--- src/rtl/return_stack.sv ---
// return_stack: hardware LIFO for stk-push/pop instructions.
// tos is a register that mirrors entry count-1. Because of this, a pop can steer
// the top value to the PC or register-write mux combinationally in its e1 cycle.
// Optional macro STACK_ERR_FLAGS_EN builds sticky overflow/underflow flags.
// Without the macro, both flags are tied to 0.
module return_stack #(
  parameter int WIDTH = 16,
  parameter int DEPTH = 16,
  parameter int PTR_W = $clog2(DEPTH)
) (
  input  logic             clk,
  input  logic             reset,
  input  logic             pushEn,
  input  logic             popEn,
  input  logic [WIDTH-1:0] push_data,
  output logic [WIDTH-1:0] tos,
  output logic             stackFull,
  output logic             stackEmpty,
  output logic [PTR_W:0]   count,
  output logic             overflow,
  output logic             underflow
);

  localparam logic [PTR_W:0] FULL_CNT = (PTR_W+1)'(DEPTH);
  localparam logic [PTR_W:0] ONE      = (PTR_W+1)'(1);
  localparam logic [PTR_W:0] TWO      = (PTR_W+1)'(2);

  logic [WIDTH-1:0] mem [DEPTH];
  logic [PTR_W:0]   cnt;
  logic [WIDTH-1:0] tos_q;

  logic             empty, full;
  logic             do_push, do_pop, do_repl;
  logic [PTR_W-1:0] top_idx, below_idx, wr_idx;

  assign empty = (cnt == '0);
  assign full  = (cnt == FULL_CNT);

  // Push+pop on an empty stack degrades to a plain push.
  // Push+pop on a non-empty stack (full included) replaces the top entry.
  assign do_repl = pushEn & popEn & ~empty;
  assign do_push = pushEn & ((~popEn & ~full) | (popEn & empty));
  assign do_pop  = popEn & ~pushEn & ~empty;

  assign top_idx   = PTR_W'(cnt - ONE);
  assign below_idx = PTR_W'(cnt - TWO);
  assign wr_idx    = do_repl ? top_idx : cnt[PTR_W-1:0];

  assign tos        = tos_q;
  assign count      = cnt;
  assign stackFull  = full;
  assign stackEmpty = empty;

  // Storage write. The array is not cleared on reset.
  // A reset in the same cycle as a write suppresses that write.
  always_ff @(posedge clk) begin
    if (!reset && (do_push || do_repl))
      mem[wr_idx] <= push_data;
  end

  // Count and top-of-stack register update.
  always_ff @(posedge clk) begin
    if (reset) begin
      cnt   <= '0;
      tos_q <= '0;
    end else if (do_push) begin
      cnt   <= cnt + ONE;
      tos_q <= push_data;
    end else if (do_repl) begin
      tos_q <= push_data;
    end else if (do_pop) begin
      cnt   <= cnt - ONE;
      tos_q <= (cnt >= TWO) ? mem[below_idx] : '0;
    end
  end

`ifdef STACK_ERR_FLAGS_EN
  logic ovf_q, unf_q;

  // Sticky misuse flags. Each asserts the cycle after the offending strobe.
  always_ff @(posedge clk) begin
    if (reset) begin
      ovf_q <= 1'b0;
      unf_q <= 1'b0;
    end else begin
      if (pushEn && !popEn && full)  ovf_q <= 1'b1;
      if (popEn && !pushEn && empty) unf_q <= 1'b1;
    end
  end

  assign overflow  = ovf_q;
  assign underflow = unf_q;
`else
  assign overflow  = 1'b0;
  assign underflow = 1'b0;
`endif

endmodule

--- config.mk ---
export PLATFORM = sky130hd
export DESIGN_NAME = return_stack
export DESIGN_NICKNAME = d
export VERILOG_FILES = /design/src/rtl/return_stack.sv
export SDC_FILE = /design/constraint.sdc
export NUM_CORES = 1
export LEC_CHECK = 0
export BUFFER_PORTS_ARGS = -buffer_cell sky130_fd_sc_hd__buf_2
export CORE_MARGIN = 4
export CORE_UTILIZATION = 30
export DETAILED_ROUTE_END_ITERATION = 10
export GPL_TIMING_DRIVEN = 0
export PLACE_DENSITY = 0.51
export SLEW_MARGIN = 20
export SYNTH_ARGS = -nofsm -noshare
export SYNTH_HDL_FRONTEND = slang
export SYNTH_SLANG_ARGS = --single-unit
--- constraint.sdc ---
create_clock -name clk -period 8.5 [get_ports clk]
set_clock_uncertainty 0.05 [all_clocks]
set_input_delay 1.7 -clock clk [delete_from_list [all_inputs] [get_ports clk]]
set_output_delay 1.7 -clock clk [all_outputs]
set_load 0.01 [all_outputs]
* Word-level counts from Yosys, hierarchy flattened
Memories as Yosys holds them, arrays and structs flattened. Index checks and enable logic that the tools add are counted.
Word-level totals: ROM bits 0, bits in latches 0, register bits 21, word-level logic and storage cells 38, bits of input ports 20, memory bits (writable) 256, output and inout bits 25, memories 1
Operators by class: multiply operators 0, muxes and demuxes 10, reduce and logical (&&, ||, !) cells 7, div/mod/pow operators 0, equal/unequal tests 2, shifts and indexed selects 0, bitwise gates (word level) 12, $add $sub $neg 3, $lt $le $gt $ge 1
Memory list:
- mem | words 16, width 16, read ports 1, clocked after memory_dff 0, write ports 1, RTL line 28 | logic [WIDTH-1:0] mem [DEPTH];
Operator list (number):
- $mux 16 | 4
- $mux 5 | 3
- $and 1x1->1 | 7
- $add 5x1->5 const B | 1
- $eq 5x5->1 const B | 1
- $ge 5x2->1 const B | 1
- $logic_not 5->1 | 1
- $sub 5x1->5 const B | 1
- $mux 4 | 1
- $not 1->1 | 4
- $sub 4x2->4 const B | 1
- $reduce_bool 3->1 | 1
- $mux 1 | 2
- $ne 2x2->1 const B | 1
- $reduce_and 2->1 | 1
- $reduce_bool 2->1 | 1
- $logic_and 1x1->1 | 1
- $logic_not 1->1 | 1
- $logic_or 1x1->1 | 1
- $or 1x1->1 | 1

* Logic depth before layout (Yosys ltp)
Gate-level depths: netlist of run 1.
depth in word-level cells 9, depth in mapped cells 10

* Worst setup path before layout of run 1
Ideal clock, no wire load.
path type input -> register, start point in pushEn, end point mem mem[9][0], enable pin, stages 5, arrival time 3479 ps, buffers on the path 0, required time 8062 ps, setup slack 4582 ps, cell sequence and2_1 nand3_4 xor2_1 or4b_4 nor2_1
On the way: word-level cells in the longest chain between the ends 6, elaborated cells on any way between the ends 8, those cells by class mux: 3; bitwise: 3; reduce/logical: 2
Ends and longest elaborated chain:
- from (decl) | RTL line 13 | input logic pushEn,
- $and 1x1->1 (2 in a row) | RTL line 41 | assign do_repl = pushEn & popEn & ~empty;
- $logic_or 1x1->1 | RTL line 57 | if (!reset && (do_push || do_repl))
- $logic_and 1x1->1 | RTL line 57
- $mux 1 | RTL line 57
- $mux 1 (not written as such) | RTL line 58 | mem[wr_idx] <= push_data;
- to (decl) | RTL line 28
Several ways; a longest one is shown, not always the timed one.

* Worst setup path in the final report of run 1
start point reg cnt[0], in the netlist count[0], end point out stackEmpty
On the way: word-level cells in the longest chain between the ends 1
Ends and longest elaborated chain:
- from (decl) | RTL line 29 | logic [PTR_W:0] cnt;
- from (signal assigned) | RTL line 67 | cnt <= cnt + ONE;
- from (signal assigned) | RTL line 72 | cnt <= cnt - ONE;
- $logic_not 5->1 | RTL line 36 | assign empty = (cnt == '0);
- to (decl) | RTL line 18 | output logic stackEmpty,
No other way between the ends.

==> results.txt, run 1 <==
----------------------------------------------------
[Place]
  HPWL reported at the end of detailed placement ... 17.7 mm
  RD Place Congestion ... 0.778
  Post-place setup slack ... 4.16 ns
  Placed insts ... 1082
  Port Buffer Count ... 42

[GRT]
  Global routing usage summed across all routing layers ... 12.7%
  Total global routing overflow ... 0
  Via count of the first global-routing pass ... 5963
  Antenna violations before repair ... 1
  Wire length of the first global-routing pass ... 38.8 mm
  Largest net degree at the start of global routing ... 18

[Die]
  IO Count ... 45
  Overall die width ... 200 microns
  Die extent in y ... 200 microns
  Effective utilization at floorplan ... 30.3%
  Die Outline Area ... 40200 sq um
  Area of the core region ... 36600 sq um
  Number of placement rows ... 70

[Power]
  Overall Power ... 0.00463 W
  Power density normalized to cell area ... 352 nW/um^2
  Static leakage ... 4.32 nW
  Maximum VDD drop ... 0.172 mV

[Yosys]
  Area fraction of the dominant cell type after synthesis ... 69.2%
  Post-synthesis register bit count ... 277
  Count of unique library cells instantiated by Yosys ... 44
  Synthesized area ... 11100 sq um
  Ranking of synthesized cells by area ... sky130_fd_sc_hd__edfxtp_1, sky130_fd_sc_hd__mux4_2, sky130_fd_sc_hd__mux2i_1, sky130_fd_sc_hd__dfxtp_1, sky130_fd_sc_hd__a221oi_1
  Mean cell area of the mapped netlist ... 20.0 sq um
  Share of synthesized flip-flops with an asynchronous set or reset ... 0%
  Area leader, netlist ... sky130_fd_sc_hd__edfxtp_1
  Yosys synthesis warning count ... 0
  EDFF count, synth ... 256
  Predominant post-synthesis flop cell ... sky130_fd_sc_hd__edfxtp_1
  Sequential fraction of the synthesis area ... 73.0%
  Synthesized netlist cell count ... 556

[Setup path]
  Critical Path Slowest Stage Cell ... sky130_fd_sc_hd__or4b_4
  Number of gates on the worst path with buffers counted ... 8
  Crit path buffers/inverters ... 6
  R2r startpoint ... count[0]
  Cell family contributing the most delay on the critical path ... buffers and inverters
  Type of origin of the critical path ... register
  Worst Path Arrival ... 2.65 ns
  Data required time at the worst endpoint ... 6.75 ns
  Worst reg2reg path depth ... 9
  Crit path largest cell delay ... 0.47 ns
  Cell breakdown of the critical path ... clkbuf_1 -> buf_4 -> inv_1 -> ha_1 -> or4b_4 -> buf_6 -> inv_1 -> buf_2
  Dominant cell type by count on the critical path ... sky130_fd_sc_hd__inv_1
  Reg-to-reg endpoint ... mem[2][7]
  Largest driver fanout on the critical path ... 10
  Classification of the worst setup path ... reg2out
  R2R setup slack ... 4.37 ns
  Critical Path End Type ... output port

[Clock tree]
  Clock sinks ... 277
  Root Buffer Master ... sky130_fd_sc_hd__clkbuf_16
  Clock transition time at the flip-flop clock pins of the worst setup and hold paths ... 0.07 ns
  Max clock buf depth ... 3
  CTS H-Tree Depth ... 1
  Number of buffers created by CTS ... 29
  Number of hold-repair buffers added at the cts stage ... 0
  TritonCTS clock tree ... done
  Clock latency at the later pin of the worst-skew pair ... 0.53 ns
  Post-CTS setup repair buffer count ... 0
  Post-cts resize count ... 0

[Timing]
  Slew @ Worst Pin ... 1.01 ns
  Setup violations, final ... 0
  Share of the clock period used by the worst path after layout ... 51.8%
  Final max-slew violation count ... 0
  Setup slack of the critical path after layout ... 4.10 ns
  Maximum frequency from static timing analysis ... 227 MHz
  TNS Setup ... 0 ns
  Final hold vios ... 0
  Time the worst path needs with I/O delays and setup ... 4.40 ns
  RSZ-0062 raised after global routing ... false
  Worst-case headroom to the max-slew limit ... 32.6%

[Detailed routing]
  Count of vias placed by the detailed router ... 5609
  Total routed wirelength ... 25.9 mm
  Routed wire length per instance ... 22.8 microns
  Antenna Violating Nets Remaining ... 0
  Count of unresolved DRC violations after routing ... 0
  DR vias/cell ... 4.94
  Length of the first detailed-routing pass in iterations ... 5
  DRC violation total after the first TritonRoute iteration ... 311

[Status]
  Outcome ... completed

[Min path]
  Worst hold path endpoint ... tos[15]
  Hold Path Cell Cnt ... 2
  Worst Hold Class ... reg2reg
  Hold path start ... tos[15]

[Final layout]
  Ratio of cells with drive above 1 in the final layout ... 31.5%
  Most common cell after layout, fill and taps aside ... sky130_fd_sc_hd__edfxtp_1
  Non-filler instance count after layout ... 1135
  Diodes inserted ... 0
  Area Overhead vs Synth ... 18.2%
  Number of nets in the final layout ... 672
  Top library cells by usage in the layout, fill and taps aside ... sky130_fd_sc_hd__edfxtp_1, sky130_fd_sc_hd__mux4_2, sky130_fd_sc_hd__buf_2

[Job]
  Max capacitance violation total ... 0

----------------------------------------------------
worst min-delay path: stages (launching register included):
cell and delay, ns:
sky130_fd_sc_hd__dfxtp_1 0.31, sky130_fd_sc_hd__nor2_1 0.09, sky130_fd_sc_hd__nor3_1 0.05
sequential cells by signal, summed over array words and instances, names as in the netlist:
register,count
tos,16
count,5
mem,256
metrics by stage:
step                      area [sq um]  util, %  hold slack (ns)
final                            13100     35.9            0.447
after CTS                        13100     35.9            0.450
after global placement           11900     32.5            0.441
after floorplan                  11100        -            0.468
after detailed placement         12100     33.2            0.442
after global routing             13100     35.9            0.468
kinds of logic after synthesis:
kind of cell	Yosys count	synth area share, %
other	1	0.0338
adder cells (fa/ha/maj)	7	0.788
multiplexers	116	17.7
AND/OR/NAND/NOR	76	3.66
buffers and inverters	39	1.76
AO/OA/AOI/OAI	35	2.70
XOR/XNOR	5	0.394
flip-flops	277	73.0
worst max-delay path by stage:
| stage | startpoint | to |
|---|---|---|
| detailed placement | popEn | mem[2][7] |
| floorplan | pushEn | mem[9][0] |
| finish | count[0] | stackEmpty |
| global placement | popEn | mem[9][6] |
| CTS | count[0] | stackEmpty |
| global route | count[0] | stackEmpty |
layout make-up:
class	count	area, sq um
Timing Repair Buffer	57	402
Clock inverter	21	258
Sequential cell	277	8110
Tap cell	468	586
Multi-Input combinational cell	241	2850
Clock buffer	32	737
Buffer	33	173
Inverter	6	22.5
Fill cell	3404	23500
layer usage:
metal	global-route usage, %	share of wire (%)	up-vias
met3	2.33	4.4	31
met4	2.93	1.6	2
met5	0	0.039	-
met2	21.4	49	140
li1	-	-	2475
met1	17.3	45	2961
cell usage after synthesis (3+ instances only):
cell type and n:
sky130_fd_sc_hd__nor3_1 19, sky130_fd_sc_hd__ha_1 7, sky130_fd_sc_hd__xnor2_1 3, sky130_fd_sc_hd__mux2i_1 51, sky130_fd_sc_hd__a221oi_1 16, sky130_fd_sc_hd__a21oi_1 3, sky130_fd_sc_hd__buf_2 12, sky130_fd_sc_hd__mux4_2 64
sky130_fd_sc_hd__buf_4 5, sky130_fd_sc_hd__or4b_4 3, sky130_fd_sc_hd__a31oi_1 3, sky130_fd_sc_hd__and2_1 3, sky130_fd_sc_hd__nor2_1 35, sky130_fd_sc_hd__nand2_1 3, sky130_fd_sc_hd__clkbuf_1 13, sky130_fd_sc_hd__inv_1 6
sky130_fd_sc_hd__edfxtp_1 256, sky130_fd_sc_hd__dfxtp_1 21
power by group:
group / total [W] / internal, W / switching, W
registers: 0.00166 / 0.00161 / 0.0000514
logic: 0.00166 / 0.000706 / 0.000957
clock network: 0.00130 / 0.000804 / 0.000500
Note: power is estimated with default switching activity, not from simulation.
==> inputs of run 2 (changes only) <==
--- a/config.mk
+++ b/config.mk
@@ -5,6 +5,7 @@
 export SDC_FILE = /design/constraint.sdc
 export NUM_CORES = 1
 export LEC_CHECK = 0
+export ABC_AREA = 1
 export BUFFER_PORTS_ARGS = -buffer_cell sky130_fd_sc_hd__buf_2
 export CORE_MARGIN = 4
 export CORE_UTILIZATION = 30
==> constraint.sdc (replaced) <==
create_clock -name clk -period 4.3 [get_ports clk]
set_clock_uncertainty 0.05 [all_clocks]
set_input_delay 0.86 -clock clk [delete_from_list [all_inputs] [get_ports clk]]
set_output_delay 0.86 -clock clk [all_outputs]
set_load 0.01 [all_outputs]
==> run 2 against run 1 <==
Net effect: setup slack lost 3.8 ns; global-route usage is 3.9 points higher; sequential cell count is the same; clock-buffer cell count rose by 9; combinational power increased by 84%; worst hold slack gained 0.039 ns; critical path depth is 2 higher; cell area is 9.8% higher; sequential power is 95% higher; die area up 11%; final cell count is 68% higher; core utilization is 0.47 points lower; critical path type is now reg2reg; critical endpoint is now mem[9][9]; largest cell class unchanged.
==> results.txt, run 2 <==
----------------------------------------------------
[Status]
  Outcome ... completed

[Power]
  Power density normalized to cell area ... 607 nW/um^2 (+72%)
  Static leakage ... 6.21 nW (+44%)
  Overall Power ... 0.00875 W (+89%)
  Maximum VDD drop ... 0.381 mV (+120%)

[Setup path]
  Critical Path End Type ... register
  Largest driver fanout on the critical path ... 13 (+3)
  Type of origin of the critical path ... register
  Data required time at the worst endpoint ... 4.52 ns (-2.23 ns)
  CP endpoint ... mem[9][9]
  Cell family contributing the most delay on the critical path ... simple AND/OR/NAND/NOR gates
  Reg-to-reg endpoint ... mem[9][9]
  Worst Path Arrival ... 4.19 ns (+1.54 ns)
  R2R setup slack ... 0.34 ns (-4.03 ns)
  Cell breakdown of the critical path ... inv_1 -> buf_2 -> buf_1 -> ha_1 -> nand3_2 -> nand3_4 -> o21ai_0 -> nand3_1 -> nor2_2 -> buf_6
  Number of gates on the worst path with buffers counted ... 10 (+2)
  Worst reg2reg path depth ... 10 (+1)
  Start point of the critical path ... count[1]
  Classification of the worst setup path ... reg2reg
  Critical Path Slowest Stage Cell ... sky130_fd_sc_hd__nor2_2
  R2r startpoint ... count[1]
  Crit path largest cell delay ... 0.64 ns (+0.17 ns)
  Crit path buffers/inverters ... 4 (-2)

[Detailed routing]
  Antenna Violating Nets Remaining ... 0 (unchanged)
  DRC violation total after the first TritonRoute iteration ... 765 (+150%)
  Total routed wirelength ... 37.7 mm (+46%)
  DR vias/cell ... 4.63 (-6.3%)
  Count of vias placed by the detailed router ... 8823 (+57%)
  Routed wire length per instance ... 19.8 microns (-13%)
  Count of unresolved DRC violations after routing ... 0 (unchanged)
  Length of the first detailed-routing pass in iterations ... 5 (unchanged)

[GRT]
  Global routing usage summed across all routing layers ... 16.6% (+3.9 points)
  Via count of the first global-routing pass ... 8374 (+40%)
  Total global routing overflow ... 0 (unchanged)
  Largest net degree at the start of global routing ... 18 (unchanged)
  Wire length of the first global-routing pass ... 55.0 mm (+42%)
  Antenna violations before repair ... 4 (+3)

[Yosys]
  EDFF count, synth ... 256 (unchanged)
  Area leader, netlist ... sky130_fd_sc_hd__edfxtp_1
  Most used standard cells in the synthesized netlist ... sky130_fd_sc_hd__nand2_1, sky130_fd_sc_hd__edfxtp_1, sky130_fd_sc_hd__inv_1
  Count of unique library cells instantiated by Yosys ... 28 (-36%)
  Most used standard cell by instance count after synthesis ... sky130_fd_sc_hd__nand2_1
  Ranking of synthesized cells by area ... sky130_fd_sc_hd__edfxtp_1, sky130_fd_sc_hd__nand2_1, sky130_fd_sc_hd__nand3_1, sky130_fd_sc_hd__inv_1, sky130_fd_sc_hd__dfxtp_1
  Post-synthesis register bit count ... 277 (unchanged)
  Synthesized netlist cell count ... 1261 (+130%)
  Sequential fraction of the synthesis area ... 65.6% (-7.4 points)
  Predominant post-synthesis flop cell ... sky130_fd_sc_hd__edfxtp_1
  Synthesized area ... 12400 sq um (+11%)
  Yosys synthesis warning count ... 0 (unchanged)
  Mean cell area of the mapped netlist ... 9.80 sq um (-51%)
  Area fraction of the dominant cell type after synthesis ... 62.2% (-7.0 points)
  Share of synthesized flip-flops with an asynchronous set or reset ... 0% (unchanged)

[Die]
  Number of placement rows ... 74 (+5.7%)
  IO Count ... 45 (unchanged)
  Overall die width ... 211 microns (+5.3%)
  Area of the core region ... 40700 sq um (+11%)
  Die Outline Area ... 44500 sq um (+11%)
  Die extent in y ... 211 microns (+5.3%)
  Effective utilization at floorplan ... 30.3% (about the same)

[Final layout]
  Flip-flop count of the largest register, all copies and words added ... 256 (unchanged)
  Combined flip-flop and latch cell area ... 8110 sq um (unchanged)
  Top library cells by usage in the layout, fill and taps aside ... sky130_fd_sc_hd__nand2_1, sky130_fd_sc_hd__edfxtp_1, sky130_fd_sc_hd__inv_1
  Diodes inserted ... 0 (unchanged)
  Area Overhead vs Synth ... 16.7%
  Register bank with the most flops ... mem
  Number of nets in the final layout ... 1379 (+110%)
  Number of filler instances in the final layout ... 4135 (+21%)
  Area occupied by multi-input gates ... 3130 sq um (+10%)
  Final cell area excluding filler cells ... 14400 sq um (+9.8%)
  Most common cell after layout, fill and taps aside ... sky130_fd_sc_hd__nand2_1
  Fin util ... 35.4% (-0.47 points)
  Ratio of cells with drive above 1 in the final layout ... 11.4% (-20 points)

[Timing]
  Maximum frequency from static timing analysis ... 252 MHz
  Final hold vios ... 0 (unchanged)
  Final max-slew violation count ... 0 (unchanged)
  RSZ-0062 raised after global routing ... false
  Worst-case headroom to the max-slew limit ... 43.1% (+11 points)
  Slew @ Worst Pin ... 0.853 ns (-0.157 ns)
  Share of the clock period used by the worst path after layout ... 92.2%
  Time the worst path needs with I/O delays and setup ... 3.96 ns
  Setup violations, final ... 0 (unchanged)

[Place]
  RD Place Congestion ... 0.885 (+14%)
  Port Buffer Count ... 42 (unchanged)
  Area after detailed placement ... 13500 sq um (+11%)
  HPWL reported at the end of detailed placement ... 25.7 mm (+45%)

[Clock tree]
  Number of hold-repair buffers added at the cts stage ... 0 (unchanged)
  Clock transition time at the flip-flop clock pins of the worst setup and hold paths ... 0.06 ns (about the same)
  Clock sinks ... 277 (unchanged)
  Number of buffers created by CTS ... 30 (+3.4%)
  Post-cts resize count ... 0 (unchanged)
  CTS H-Tree Depth ... 1 (unchanged)
  Post-CTS setup repair buffer count ... 0 (unchanged)
  TritonCTS clock tree ... done
  Max clock buf depth ... 3 (unchanged)
  Root Buffer Master ... sky130_fd_sc_hd__clkbuf_16
  Clock latency at the later pin of the worst-skew pair ... 0.56 ns (+0.03 ns)

[Job]
  Max capacitance violation total ... 0 (unchanged)

[Min path]
  Worst Hold Class ... in2reg

----------------------------------------------------
run 2: cell types whose count changed in the layout (fill, tap and decap cells not counted), sizes merged, moves of 23 or more:
cell and change:
mux2i -51, mux4 -64, nand2 +409, inv +219, nand3 +201, buf +23
run 2: metrics by stage:
step / hold slack (ns) / TNS, ns / std cells / setup WS, ns
after floorplan: 0.507 / 0 / 1262 / 1.20
after global placement: 0.481 / -29.07 / 1836 / -0.286
after detailed placement: 0.485 / 0 / 1852 / 0.269
after CTS: 0.475 / 0 / 1906 / 0.266
after global routing: 0.475 / 0 / 1906 / 0.135
final: 0.487 / 0 / 1906 / 0.337
run 2: cells by family (layout without fill, tap and decap cells):
logic type	after synthesis	count (layout)	synth area share [%]
and+or+nand+nor	636	636	21.9
adders and majority gates	7	7	0.709
other	1	2	0.0303
DFF	277	277	65.6
buffers and inverters	287	399	9.39
xor gates and xnor gates	6	6	0.425
AOI/OAI and AO/OA	47	47	1.96
run 2: how the worst min path moves through the flow:
| stage | start | endpoint | slack, ns | cells past startpoint |
|---|---|---|---|---|
| final | reset | count[4] | 0.49 | 2 |
| after global routing | reset | count[4] | 0.48 | 2 |
| after CTS | reset | count[4] | 0.48 | 2 |
| after detailed placement | tos[2] | tos[2] | 0.48 | 2 |
| after global placement | tos[2] | tos[2] | 0.48 | 2 |
| after floorplan | tos[0] | tos[0] | 0.51 | 2 |
run 2: cell type report:
cell class              count  area share (%)
flip-flops and latches    277            56.2
multi-input cells         698            21.7
inverters                 225            5.86
clock buffers              41            5.64
well taps                 532            4.62
repair buffers             58            2.99
plain buffers              62            2.19
clock inverters            13           0.763
run 2: report_power, final:
group          total, W  leakage, nW  switching [W]  internal, W
Sequential      0.00324         2.48      0.0000999      0.00314
Combinational   0.00305         3.28        0.00222     0.000833
Clock           0.00246        0.447        0.00103      0.00143
Total           0.00875         6.21        0.00335      0.00540
run 2: routing by layer:
layer | GRT usage [%] | share of wire, % | vias up
met4 | 4.25 | 2.7 | 0
met3 | 3.00 | 7.2 | 57
met2 | 27.3 | 47 | 298
met1 | 23.0 | 43 | 4233
li1 | - | - | 4235
met5 | 0 | 0 | -
==> inputs of run 3 (changes only) <==
--- a/config.mk
+++ b/config.mk
@@ -9,7 +9,9 @@
 export BUFFER_PORTS_ARGS = -buffer_cell sky130_fd_sc_hd__buf_2
 export CORE_MARGIN = 4
 export CORE_UTILIZATION = 30
+export CTS_BUF_LIST = sky130_fd_sc_hd__clkbuf_4 sky130_fd_sc_hd__clkbuf_8 sky130_fd_sc_hd__clkbuf_16
 export DETAILED_ROUTE_END_ITERATION = 10
+export GPL_ROUTABILITY_DRIVEN = 0
 export GPL_TIMING_DRIVEN = 0
 export PLACE_DENSITY = 0.51
 export SLEW_MARGIN = 20
==> run 3 against run 2 <==
Net effect: sequential power barely moved; final cell count barely moved; setup slack got worse by 0.098 ns; critical endpoint is now mem[8][2].
==> results.txt, run 3 (synthesized netlist as in run 2, its figures left out) <==
----------------------------------------------------
[Status]
  Outcome ... completed

[Timing]
  Final max-slew violation count ... 0 (unchanged)
  RSZ-0062 raised after global routing ... false
  Final hold vios ... 0 (unchanged)
  Time the worst path needs with I/O delays and setup ... 4.06 ns (+0.0979 ns)
  Slew @ Worst Pin ... 0.863 ns (+0.00956 ns)
  Setup violations, final ... 0 (unchanged)
  Share of the clock period used by the worst path after layout ... 94.4% (+2.3 points)
  Worst-case headroom to the max-slew limit ... 42.5% (-0.64 points)
  Maximum frequency from static timing analysis ... 246 MHz (-2.4%)

[Clock tree]
  Post-CTS setup repair buffer count ... 0 (unchanged)
  Clock sinks ... 277 (unchanged)
  Post-cts resize count ... 0 (unchanged)
  Max clock buf depth ... 3 (unchanged)
  Root Buffer Master ... sky130_fd_sc_hd__clkbuf_16
  CTS H-Tree Depth ... 1 (unchanged)
  Clock latency at the later pin of the worst-skew pair ... 0.56 ns (about the same)
  Clock transition time at the flip-flop clock pins of the worst setup and hold paths ... 0.06 ns (about the same)
  TritonCTS clock tree ... done
  Number of buffers created by CTS ... 31 (+3.3%)
  Number of hold-repair buffers added at the cts stage ... 0 (unchanged)

[Die]
  Overall die width ... 211 microns (unchanged)
  Number of placement rows ... 74 (unchanged)
  Die Outline Area ... 44500 sq um (unchanged)
  Effective utilization at floorplan ... 30.3% (unchanged)
  Area of the core region ... 40700 sq um (unchanged)
  Die extent in y ... 211 microns (unchanged)
  IO Count ... 45 (unchanged)

[Final layout]
  Number of filler instances in the final layout ... 4066 (-1.7%)
  Register bank with the most flops ... mem
  Area Overhead vs Synth ... 17.4%
  Top library cells by usage in the layout, fill and taps aside ... sky130_fd_sc_hd__nand2_1, sky130_fd_sc_hd__edfxtp_1, sky130_fd_sc_hd__inv_1
  Diodes inserted ... 0 (unchanged)
  Non-filler instance count after layout ... 1907 (+0.052%)
  Number of nets in the final layout ... 1380 (+0.073%)
  Flip-flop count of the largest register, all copies and words added ... 256 (unchanged)
  Ratio of cells with drive above 1 in the final layout ... 12.1% (+0.72 points)
  Most common cell after layout, fill and taps aside ... sky130_fd_sc_hd__nand2_1

[Detailed routing]
  Total routed wirelength ... 37.8 mm (+0.28%)
  Count of unresolved DRC violations after routing ... 0 (unchanged)
  DRC violation total after the first TritonRoute iteration ... 762 (-0.39%)
  Routed wire length per instance ... 19.8 microns (+0.23%)
  Antenna Violating Nets Remaining ... 0 (unchanged)
  Count of vias placed by the detailed router ... 8863 (+0.45%)
  Length of the first detailed-routing pass in iterations ... 5 (unchanged)
  DR vias/cell ... 4.65 (+0.40%)

[Setup path]
  Cell breakdown of the critical path ... inv_1 -> buf_2 -> buf_1 -> ha_1 -> nand3_2 -> nand3_4 -> o21ai_0 -> nand3_1 -> nor2_2 -> buf_8
  Start point of the critical path ... count[1]
  Largest driver fanout on the critical path ... 13 (unchanged)
  Critical Path End Type ... register
  R2R setup slack ... 0.24 ns (-0.10 ns)
  Reg-to-reg endpoint ... mem[8][2]
  R2r startpoint ... count[1]
  Worst reg2reg path depth ... 10 (unchanged)
  Worst Path Arrival ... 4.28 ns (+0.09 ns)
  Type of origin of the critical path ... register
  Crit path largest cell delay ... 0.62 ns (-0.02 ns)
  Data required time at the worst endpoint ... 4.52 ns (about the same)
  Critical Path Slowest Stage Cell ... sky130_fd_sc_hd__dfxtp_1
  Classification of the worst setup path ... reg2reg
  CP endpoint ... mem[8][2]

[Power]
  Static leakage ... 6.27 nW (+0.94%)
  Overall Power ... 0.00894 W (+2.1%)
  Maximum VDD drop ... 0.305 mV (-20%)
  Power density normalized to cell area ... 616 nW/um^2 (+1.5%)

[GRT]
  Antenna violations before repair ... 0 (-4)
  Wire length of the first global-routing pass ... 55.5 mm (+1.0%)
  Largest net degree at the start of global routing ... 18 (unchanged)
  Via count of the first global-routing pass ... 8427 (+0.63%)
  Global routing usage summed across all routing layers ... 16.8% (+0.13 points)
  Total global routing overflow ... 0 (unchanged)

[Min path]
  Hold path start ... reset
  Worst Hold Class ... in2reg

[Place]
  HPWL reported at the end of detailed placement ... 25.7 mm (about the same)
  Port Buffer Count ... 42 (unchanged)
  Placed insts ... 1852 (unchanged)

[Job]
  Max capacitance violation total ... 0 (unchanged)

----------------------------------------------------
==> run 3: changes by cell type in the layout (fill, tap and decap cells not counted) <==
cell / change
sky130_fd_sc_hd__clkbuf_1: -10
sky130_fd_sc_hd__clkbuf_4: +7
sky130_fd_sc_hd__bufinv_16: +2
sky130_fd_sc_hd__clkinv_1: +1
sky130_fd_sc_hd__clkinv_2: +1
sky130_fd_sc_hd__clkinvlp_4: -1
sky130_fd_sc_hd__inv_6: +1
==> run 3: layout make-up <==
cell class                 instances  area (sq um)  share of cell area, %
buffer                            62           315                   2.17
tap                              532           666                   4.59
sequential                       277          8110                   55.9
multi-input combinational        698          3130                   21.6
inverter                         225           845                   5.82
timing repair buffer              58           432                   2.98
clock inverter                    17           180                   1.24
clock buffer                      38           828                   5.71
==> run 3: metal layers <==
layer  up-vias  track usage, %  part of all wire [%]
met4         0            5.88                   4.0
met3        76            2.35                   6.2
met1      4275            24.3                    45
met2       280            25.9                    44
met5         -               0                     0
li1       4232               -                     -
==> run 3: through the flow <==
step	utilization [%]	worst slack [ns]	setup TNS (ns)	hold WS (ns)	cell area (sq um)
after floorplan	-	1.20	0	0.507	12400
after global placement	32.5	-0.343	-39.79	0.485	13200
after detailed placement	33.1	0.250	0	0.476	13500
after CTS	35.6	0.245	0	0.455	14500
after global routing	35.6	0.105	0	0.467	14500
final	35.6	0.239	0	0.481	14500
==> run 3: worst min path at each step <==
| stage | endpoint | depth (start not counted) |
|---|---|---|
| floorplan | tos[0] | 2 |
| global placement | tos[2] | 2 |
| detailed placement | tos[4] | 2 |
| CTS | count[4] | 2 |
| global route | count[4] | 2 |
| finish | count[4] | 2 |
==> run 3: worst max-delay path, delay by kind of cell (launching register included) <==
kind	cells	cell delay, ns
AND/OR/NAND/NOR	4	1.29
buffers and inverters	4	0.92
flip-flops	1	0.62
AO/OA/AOI/OAI	1	0.52
adder cells (fa/ha/maj)	1	0.35
==> run 3: where the power goes <==
group	internal, W	total (W)	leakage, nW	switching [W]
sequential	0.00314	0.00324	2.48	0.0000989
combinational	0.000838	0.00306	3.28	0.00222
clock	0.00159	0.00264	0.506	0.00104
total	0.00557	0.00894	6.27	0.00336
